==> config.mk <==
export PLATFORM = sky130hd
export DESIGN_NAME = cmt_stream_splitter
export DESIGN_NICKNAME = d
export VERILOG_FILES = /design/src/rtl/cmt_stream_splitter.sv
export SDC_FILE = /design/constraint.sdc
export NUM_CORES = 1
export LEC_CHECK = 0
export ABC_CLOCK_PERIOD_IN_PS = 3650
export CORE_ASPECT_RATIO = 0.5
export CORE_MARGIN = 4
export CORE_UTILIZATION = 40
export DETAILED_ROUTE_END_ITERATION = 8
export HOLD_SLACK_MARGIN = 0.06
export PLACE_DENSITY = 0.65
export SYNTH_ARGS = -nofsm -noshare
export SYNTH_HDL_FRONTEND = slang
export SYNTH_SLANG_ARGS = --single-unit
==> constraint.sdc <==
create_clock -name clk -period 3.65 [get_ports clk]
set_input_delay 1.095 -clock clk [delete_from_list [all_inputs] [get_ports clk]]
set_output_delay 1.095 -clock clk [all_outputs]
set_load 0.01 [all_outputs]
==> src/rtl/cmt_stream_splitter.sv <==
// Routes an input stream into N*N-beat kernel phases and N^3-beat ternix phases per frame.
// Optional kernel_last/data_last markers are enabled by defining CMT_SPLITTER_LAST_EN.
module cmt_stream_splitter #(
    parameter int unsigned WIDTH      = 32,
    parameter int unsigned N_MAX      = 8,
    parameter int unsigned FRAMES_MAX = 16
) (
    input  logic                              clk,
    input  logic                              rst_n,
    input  logic                              start,
    input  logic [$clog2(N_MAX+1)-1:0]        n_cfg,
    input  logic [$clog2(FRAMES_MAX+1)-1:0]   frames_cfg,
    input  logic                              reuse_kernel,
    input  logic [WIDTH-1:0]                  data_in,
    input  logic                              input_vld,
    output logic                              in_ready,
    input  logic                              stall,
    output logic [WIDTH-1:0]                  kernel_out,
    output logic                              kernel_vld,
    output logic [WIDTH-1:0]                  data_out,
    output logic                              data_vld,
    output logic                              kernel_last,
    output logic                              data_last,
    output logic                              busy,
    output logic                              done,
    output logic                              cfg_err
);
    localparam int unsigned NW = $clog2(N_MAX + 1);
    localparam int unsigned FW = $clog2(FRAMES_MAX + 1);
    localparam int unsigned CW = $clog2(N_MAX * N_MAX * N_MAX + 1);

    typedef enum logic [1:0] {S_IDLE, S_KERNEL, S_TERNIX, S_DONE} state_t;

    state_t           state_q, state_d;
    logic [CW-1:0]    cnt_q, cnt_d, kmax_q, kmax_d, tmax_q, tmax_d;
    logic [FW-1:0]    frame_q, frame_d, frames_q, frames_d, frame_nx;
    logic             reuse_q, reuse_d, drain_q, drain_d, cfg_err_q, cfg_err_d;
    logic             kvld_q, kvld_d, dvld_q, dvld_d;
    logic [WIDTH-1:0] kout_q, kout_d, dout_q, dout_d;
    logic             klast_q, klast_d, dlast_q, dlast_d;
    logic             streaming, acc, legal, k_end, t_end;
    logic [CW-1:0]    n_ext;

    always_comb begin
        state_d   = state_q;
        cnt_d     = cnt_q;
        kmax_d    = kmax_q;
        tmax_d    = tmax_q;
        frame_d   = frame_q;
        frames_d  = frames_q;
        reuse_d   = reuse_q;
        drain_d   = drain_q;
        cfg_err_d = 1'b0;
        kvld_d    = 1'b0;
        kout_d    = '0;
        dvld_d    = 1'b0;
        dout_d    = '0;
        klast_d   = 1'b0;
        dlast_d   = 1'b0;

        streaming = (state_q == S_KERNEL) || (state_q == S_TERNIX);
        acc       = input_vld && streaming && !stall;
        n_ext     = CW'(n_cfg);
        legal     = (n_cfg != '0) && (n_cfg <= NW'(N_MAX)) &&
                    (frames_cfg != '0) && (frames_cfg <= FW'(FRAMES_MAX));
        k_end     = (cnt_q == kmax_q - CW'(1));
        t_end     = (cnt_q == tmax_q - CW'(1));
        frame_nx  = frame_q + FW'(1);

        case (state_q)
            S_IDLE: begin
                if (start) begin
                    if (legal) begin
                        state_d  = S_KERNEL;
                        kmax_d   = n_ext * n_ext;
                        tmax_d   = n_ext * n_ext * n_ext;
                        frames_d = frames_cfg;
                        reuse_d  = reuse_kernel;
                        cnt_d    = '0;
                        frame_d  = '0;
                    end else begin
                        cfg_err_d = 1'b1;
                    end
                end
            end
            S_KERNEL: begin
                if (acc) begin
                    kvld_d  = 1'b1;
                    kout_d  = data_in;
                    klast_d = k_end;
                    if (k_end) begin
                        cnt_d   = '0;
                        state_d = S_TERNIX;
                    end else begin
                        cnt_d = cnt_q + CW'(1);
                    end
                end
            end
            S_TERNIX: begin
                if (acc) begin
                    dvld_d  = 1'b1;
                    dout_d  = data_in;
                    dlast_d = t_end;
                    if (t_end) begin
                        cnt_d   = '0;
                        frame_d = frame_nx;
                        if (frame_nx == frames_q) begin
                            state_d = S_DONE;
                            drain_d = 1'b0;
                        end else begin
                            state_d = reuse_q ? S_TERNIX : S_KERNEL;
                        end
                    end else begin
                        cnt_d = cnt_q + CW'(1);
                    end
                end
            end
            default: begin
                // First DONE cycle lets the last data beat drain; done asserts on the second.
                drain_d = 1'b1;
                if (drain_q) begin
                    state_d = S_IDLE;
                    drain_d = 1'b0;
                end
            end
        endcase
    end

    always_ff @(posedge clk or negedge rst_n) begin
        if (!rst_n) begin
            state_q   <= S_IDLE;
            cnt_q     <= '0;
            kmax_q    <= '0;
            tmax_q    <= '0;
            frame_q   <= '0;
            frames_q  <= '0;
            reuse_q   <= 1'b0;
            drain_q   <= 1'b0;
            cfg_err_q <= 1'b0;
            kvld_q    <= 1'b0;
            kout_q    <= '0;
            dvld_q    <= 1'b0;
            dout_q    <= '0;
            klast_q   <= 1'b0;
            dlast_q   <= 1'b0;
        end else begin
            state_q   <= state_d;
            cnt_q     <= cnt_d;
            kmax_q    <= kmax_d;
            tmax_q    <= tmax_d;
            frame_q   <= frame_d;
            frames_q  <= frames_d;
            reuse_q   <= reuse_d;
            drain_q   <= drain_d;
            cfg_err_q <= cfg_err_d;
            kvld_q    <= kvld_d;
            kout_q    <= kout_d;
            dvld_q    <= dvld_d;
            dout_q    <= dout_d;
            klast_q   <= klast_d;
            dlast_q   <= dlast_d;
        end
    end

    assign in_ready   = streaming && !stall;
    assign kernel_out = kout_q;
    assign kernel_vld = kvld_q;
    assign data_out   = dout_q;
    assign data_vld   = dvld_q;
    assign busy       = (state_q != S_IDLE);
    assign done       = (state_q == S_DONE) && drain_q;
    assign cfg_err    = cfg_err_q;
`ifdef CMT_SPLITTER_LAST_EN
    assign kernel_last = klast_q;
    assign data_last   = dlast_q;
`else
    assign kernel_last = 1'b0;
    assign data_last   = 1'b0;
    logic unused_last;
    assign unused_last = klast_q ^ dlast_q;
`endif

endmodule
==> results.txt, run 1 <==
outcome - complete, but fails checks
failing checks - setup timing
Worst Tran Pin Value - 0.530 ns
CTS hold repair buffers - 0
GRT met3 Usage - 3.49%
Via density - 5.04
Area contributors post-synth - dfrtp_1, and3_1, ha_1
CP Buf/Inv Count - 2
Core ar. - 13100 um2
crit path kind - input port to register
Peak VDD IR - 0.306 mV
Root Driver - clkbuf_16
share of cells above drive strength 1 - 15.0%
initial antenna violation count - 0
DP Worst Slack - -0.931 ns
Port Buf Inserts - 116
clock latency on the worst-skew pair - 0.34 ns
commonest non-fill, non-tap cell in the layout - clkdlybuf4s50_1
vias in the first global route - 4019
Die Ht - 91.0 um
sequential share of the synthesized area - 48.6%
Detail Route Antenna Nets - 0
crit-path max FO - 5
overall global routing resource usage - 15.9%
worst path cell trace - buf_8, and2_4, ha_4, a21o_1, a21oi_2, xnor2_1, and2_4, fa_1, fa_1, ha_1, inv_2, o21bai_1, a21oi_1, xnor2_1, o21ai_1
Synth Area in Adders - 8.04%
critical path endpoint category - register
PD cells - 635 nW/um2
clk_skew - 0.00713 ns
fillers - 1130
top cell type's share of synthesized area - 48.6%
largest net degree at the start of global routing - 67
H-tree depth - 3
CP peak stage delay - 0.44 ns
fmax - 272 MHz
ANT cells - 0
Compound-Gate Fraction of Synth Area - 8.50%
Reg clk slew, reported paths - 0.07 ns
Synth Flop Type - dfrtp_1
maximum root-to-sink buffer count - 2
Most Crowded Layer GR - met2
Initial Util - 42.2%
vias - 4172
most frequent cells in the layout - clkdlybuf4s50_1, dfrtp_1, and3_1
Synth Instances - 522
Synth Area in Simple Gates - 20.9%
Iter 0 DRT Violations - 252
YS warnings - 0
post-detail-place hpwl - 9240 um
Synth area leader - dfrtp_1
DRC - 0
CP max-delay cell - fa_1
TritonCTS Buffers - 9
max-slew violations - 0
main combinational cell family by area after synthesis - simple AND/OR/NAND/NOR gates
Req. time, crit path - 3.87 ns
Leakage - 3.56 nW
Post-DP Area - 7060 um2
Tcrit/Tclk final - 101%
Rel. slew slack - 64.7%
multiplexer share of the synthesized area - 3.61%
P&R area growth vs syn - 34.6%
worst endpoint data arrival time - 3.90 ns
worst hold slack - 0.533 ns
final setup fails - 1
Netlist cell types - 61
Final Hold Fails - 0
Mapped Area - 5510 um2
post-layout util - 56.7%
Die ar. - 15800 um2
I/O pin count - 119
Post-synth EDFFs - 0
Sink Count - 107
cell area after layout - 7410 um2
CP delay by family, top - adder cells
DRT Wirelength - 12600 um
total congestion overflow - 0
nets - 730
Hold Path Class - register to register
RSZ-0062 raised after global routing - true
GRT met2 Usage - 25.3%
first-pass GRT wire length - 20800 um
#FFs+latches synth - 107
GPL Wtd Cong - 0.849
worst setup margin - -0.0312 ns
ys async rst share - 100%
Setup crit start kind - input port
Max-Cap Viols - 0
Tmin final - 3.68 ns
GRT met1 Usage - 22.5%
Routed WL per cell - 15.2 um
Synth Area in XOR/XNOR - 6.04%
Syn Area/Cell - 10.5 um2
floorplan row count - 29
CTS tree - yes
Chip Width - 174 um
First-pass DRT Iterations - 4
-- final timing paths --
| path | cells past startpoint | slack, ns | from | endpoint |
|---|---|---|---|---|
| max | 15 | -0.03 | n_cfg[0] | tmax_q[9] |
| min | 2 | 0.53 | tmax_q[9] | tmax_q[9] |
| max reg2reg | 10 | 0.45 | tmax_q[0] | cnt_q[8] |
| min reg2reg | 2 | 0.53 | tmax_q[9] | tmax_q[9] |
| max in group asynchronous | 2 | 2.29 | rst_n | kernel_out[1] |
| min in group asynchronous | 1 | 0.62 | rst_n | cnt_q[3] |
-- worst register-to-register path: cells and delay by family, from the launching register on --
| family | cells | cell delay (ns) |
|---|---|---|
| adders and majority gates | 1 | 0.25 |
| AOI/OAI and AO/OA | 6 | 1.52 |
| DFF | 1 | 0.48 |
| and+or+nand+nor | 2 | 0.70 |
| buffers and inverters | 1 | 0.16 |
-- final cells by class --
type                            instances  area [um2]  share of cell area, %
Clock buffer                           10         229                   3.09
Clock inverter                          6        56.3                  0.760
Inverter                               25        93.8                   1.27
Multi-Input combinational cell        360        2710                   36.6
Sequential cell                       107        2680                   36.1
Tap cell                              170         213                   2.87
Timing Repair Buffer                  150        1430                   19.3
-- cells in the mapped netlist (all sizes together), types with 2 or more instances --
library cell    n
nand3b          2
buf             5
a21oi          14
fa              9
o22ai           5
a22o            2
nor3           10
and3           69
xor2            8
or3             5
inv            25
nand2b          7
ha             21
nand2          37
a21o            5
clkbuf         28
a21boi          2
and2           18
nor3b           3
dfrtp         107
a31oi           4
o311ai          6
nor4            2
nand4           2
o21a            2
o21ai          14
xnor2          30
mux2           15
nand3          15
a211oi          3
nor4b           2
nor2           16
o31ai           2
nor2b           7
mux2i           3
-- per-layer routing --
metal / share of wire, % / routed length (um)
met3: 4.6 / 579
met2: 46 / 5790
met4: 0.89 / 112
met5: 0 / 0
met1: 48 / 6080
-- state kept, by name, summed over array words and instances (netlist names), 2 cells and up --
| register | count |
|---|---|
| state_q | 2 |
| data_out | 32 |
| kernel_out | 32 |
| frames_q | 5 |
| kmax_q | 6 |
| frame_q | 5 |
| tmax_q | 10 |
| cnt_q | 10 |
-- cell families (layout without fill, tap and decap cells) --
kind of cell / Yosys count / count (layout)
buffers and inverters: 58 / 191
flip-flops: 107 / 107
multiplexers: 18 / 18
XOR/XNOR: 38 / 38
adder cells (fa/ha/maj): 30 / 30
other: 1 / 4
AND/OR/NAND/NOR: 202 / 202
AO/OA/AOI/OAI: 68 / 68
-- timing repair --
action / CTS / global route
setup buffers: 3 / 0
pin swaps: 15 / 9
resized for setup: 26 / 4
endpoints found under the setup margin: 6 / 3
-- per-stage QoR --
stage,cells,total power [W],TNS [ns]
after global routing,828,0.00506,-0.301
after global placement,809,0.00375,-3.85
after floorplan,525,0.00314,-0.856
after CTS,828,0.00475,-0.227
final,828,0.00471,-0.0312
after detailed placement,809,0.00379,-4.17
-- where the power goes --
| group | total, W | internal [W] | switching [W] | leakage [nW] |
|---|---|---|---|---|
| Clock | 0.000932 | 0.000479 | 0.000453 | 0.138 |
| Sequential | 0.00171 | 0.00142 | 0.000293 | 1.44 |
| Combinational | 0.00207 | 0.00101 | 0.00105 | 1.97 |
| Total | 0.00471 | 0.00291 | 0.00180 | 3.56 |
Note: power is estimated with default switching activity, not from simulation.
==> inputs of run 2 (changes only) <==
==> constraint.sdc (replaced) <==
create_clock -name clk -period 3.65 [get_ports clk]
set_input_delay 0.9125 -clock clk [delete_from_list [all_inputs] [get_ports clk]]
set_output_delay 0.9125 -clock clk [all_outputs]
set_load 0.01 [all_outputs]
==> run 2 against run 1 <==
Compared with the run above:
- the flow now finishes without violations
- clock power fell by 0.5%
- sequential power barely moved
- utilization fell by 0.22 points
- cell count fell by 0.12%
- routed wire length rose by 2.0%
- sequential share of layout area rose by 0.14 points
- largest cell class unchanged
==> results.txt, run 2 (same netlist as run 1, synthesis figures left out) <==
outcome - complete, no violations
Hold Path Class - register to register
critical path endpoint category - register
post-detail-place hpwl - 9600 um
largest net degree at the start of global routing - 67
Req. time, crit path - 3.87 ns
fmax - 282 MHz
TritonCTS Buffers - 9
PD cells - 638 nW/um2
Worst Tran Pin Value - 0.695 ns
vias in the first global route - 4117
Initial Util - 42.2%
maximum root-to-sink buffer count - 2
initial antenna violation count - 0
CTS tree - yes
GPL Wtd Cong - 0.794
DP Worst Slack - -0.757 ns
Detail Route Antenna Nets - 0
First-pass DRT Iterations - 4
Routed WL per cell - 15.5 um
Core ar. - 13100 um2
met2 wire length - 5850 um
Root Driver - clkbuf_16
Via density - 5.06
Sink Count - 107
total congestion overflow - 0
Final Hold Fails - 0
vias - 4187
most frequent cells in the layout - clkdlybuf4s50_1, dfrtp_1, and3_1
Rel. slew slack - 53.7%
H-tree depth - 3
Tmin final - 3.54 ns
Max-Cap Viols - 0
crit-path max FO - 5
clock latency on the worst-skew pair - 0.34 ns
Leakage - 3.53 nW
CTS hold repair buffers - 0
share of cells above drive strength 1 - 14.6%
P&R area growth vs syn - 34.1%
crit path kind - input port to register
Reg clk slew, reported paths - 0.07 ns
Die Ht - 91.0 um
first-pass GRT wire length - 21600 um
clk_skew - 0.00712 ns
I/O pin count - 119
Met1 Wirelength - 6230 um
highest metal used - met4
worst setup margin - 0.107 ns
worst endpoint data arrival time - 3.76 ns
Peak VDD IR - 0.268 mV
Setup crit start kind - input port
DRT Wirelength - 12800 um
commonest non-fill, non-tap cell in the layout - clkdlybuf4s50_1
DRC - 0
nets - 729
RSZ-0062 raised after global routing - true
Port Buf Inserts - 116
Die ar. - 15800 um2
Chip Width - 174 um
max-slew violations - 0
ANT cells - 0
Tcrit/Tclk final - 97.1%
final setup fails - 0
floorplan row count - 29
Post-Layout Cell Count - 827
DR WL met3 - 645 um
placed cells - 810
overall global routing resource usage - 16.6%
Iter 0 DRT Violations - 225
## run 2: stage by stage
stage / hold slack, ns / util [%] / TNS [ns] / power (W) / area (um2)
global route: 0.565 / 56.5 / -0.0379 / 0.00510 / 7380
finish: 0.542 / 56.5 / 0 / 0.00471 / 7380
floorplan: 0.475 / - / -0.327 / 0.00314 / 5610
global placement: 0.516 / 54.0 / -2.64 / 0.00375 / 7060
detailed placement: 0.523 / 54.0 / -2.96 / 0.00381 / 7060
CTS: 0.541 / 56.3 / 0 / 0.00475 / 7350
## run 2: worst paths after layout
kind                             start           to  slack, ns  depth (start not counted)
hold / removal             frames_q[1]  frames_q[1]       0.54                          1
max in group asynchronous        rst_n    tmax_q[6]       2.30                          2
min in group asynchronous        rst_n     cnt_q[1]       0.61                          1
hold reg to reg            frames_q[1]  frames_q[1]       0.54                          1
setup / recovery              n_cfg[1]    tmax_q[9]       0.11                         15
setup reg to reg             tmax_q[0]     cnt_q[8]       0.40                         10
## run 2: per-layer routing
layer,global-route usage [%],up-vias
met4,3.42,0
li1,-,2066
met1,23.1,2021
met3,4.27,4
met5,0,-
met2,26.6,96
## run 2: what timing repair did
action	CTS	global route
setup buffers	1	0
pin swaps	13	14
resized for setup	22	5
gates cloned	0	0
endpoints found under the setup margin	4	3
## run 2: power breakdown
group / internal (W) / total [W] / switching [W]
Clock: 0.000478 / 0.000927 / 0.000449
Combinational: 0.00101 / 0.00209 / 0.00108
Sequential: 0.00142 / 0.00170 / 0.000282
Total: 0.00290 / 0.00471 / 0.00181
## run 2: worst max-delay path, cell delays in order
cell      delay (ns)
buf_2           0.14
nor2b_4         0.13
ha_4            0.22
a21o_1          0.17
a21oi_2         0.16
xnor2_1         0.15
and2_1          0.17
fa_1            0.43
fa_1            0.49
ha_4            0.29
inv_2           0.03
o21bai_1        0.14
a21oi_1         0.09
xnor2_1         0.15
o21ai_1         0.09
## run 2: cell type report
type / instances / area [um2]
tap: 170 / 213
sequential: 107 / 2680
timing repair buffer: 149 / 1410
inverter: 25 / 93.8
clock buffer: 10 / 229
clock inverter: 6 / 58.8
fill: 1109 / 5680
multi-input combinational: 360 / 2710
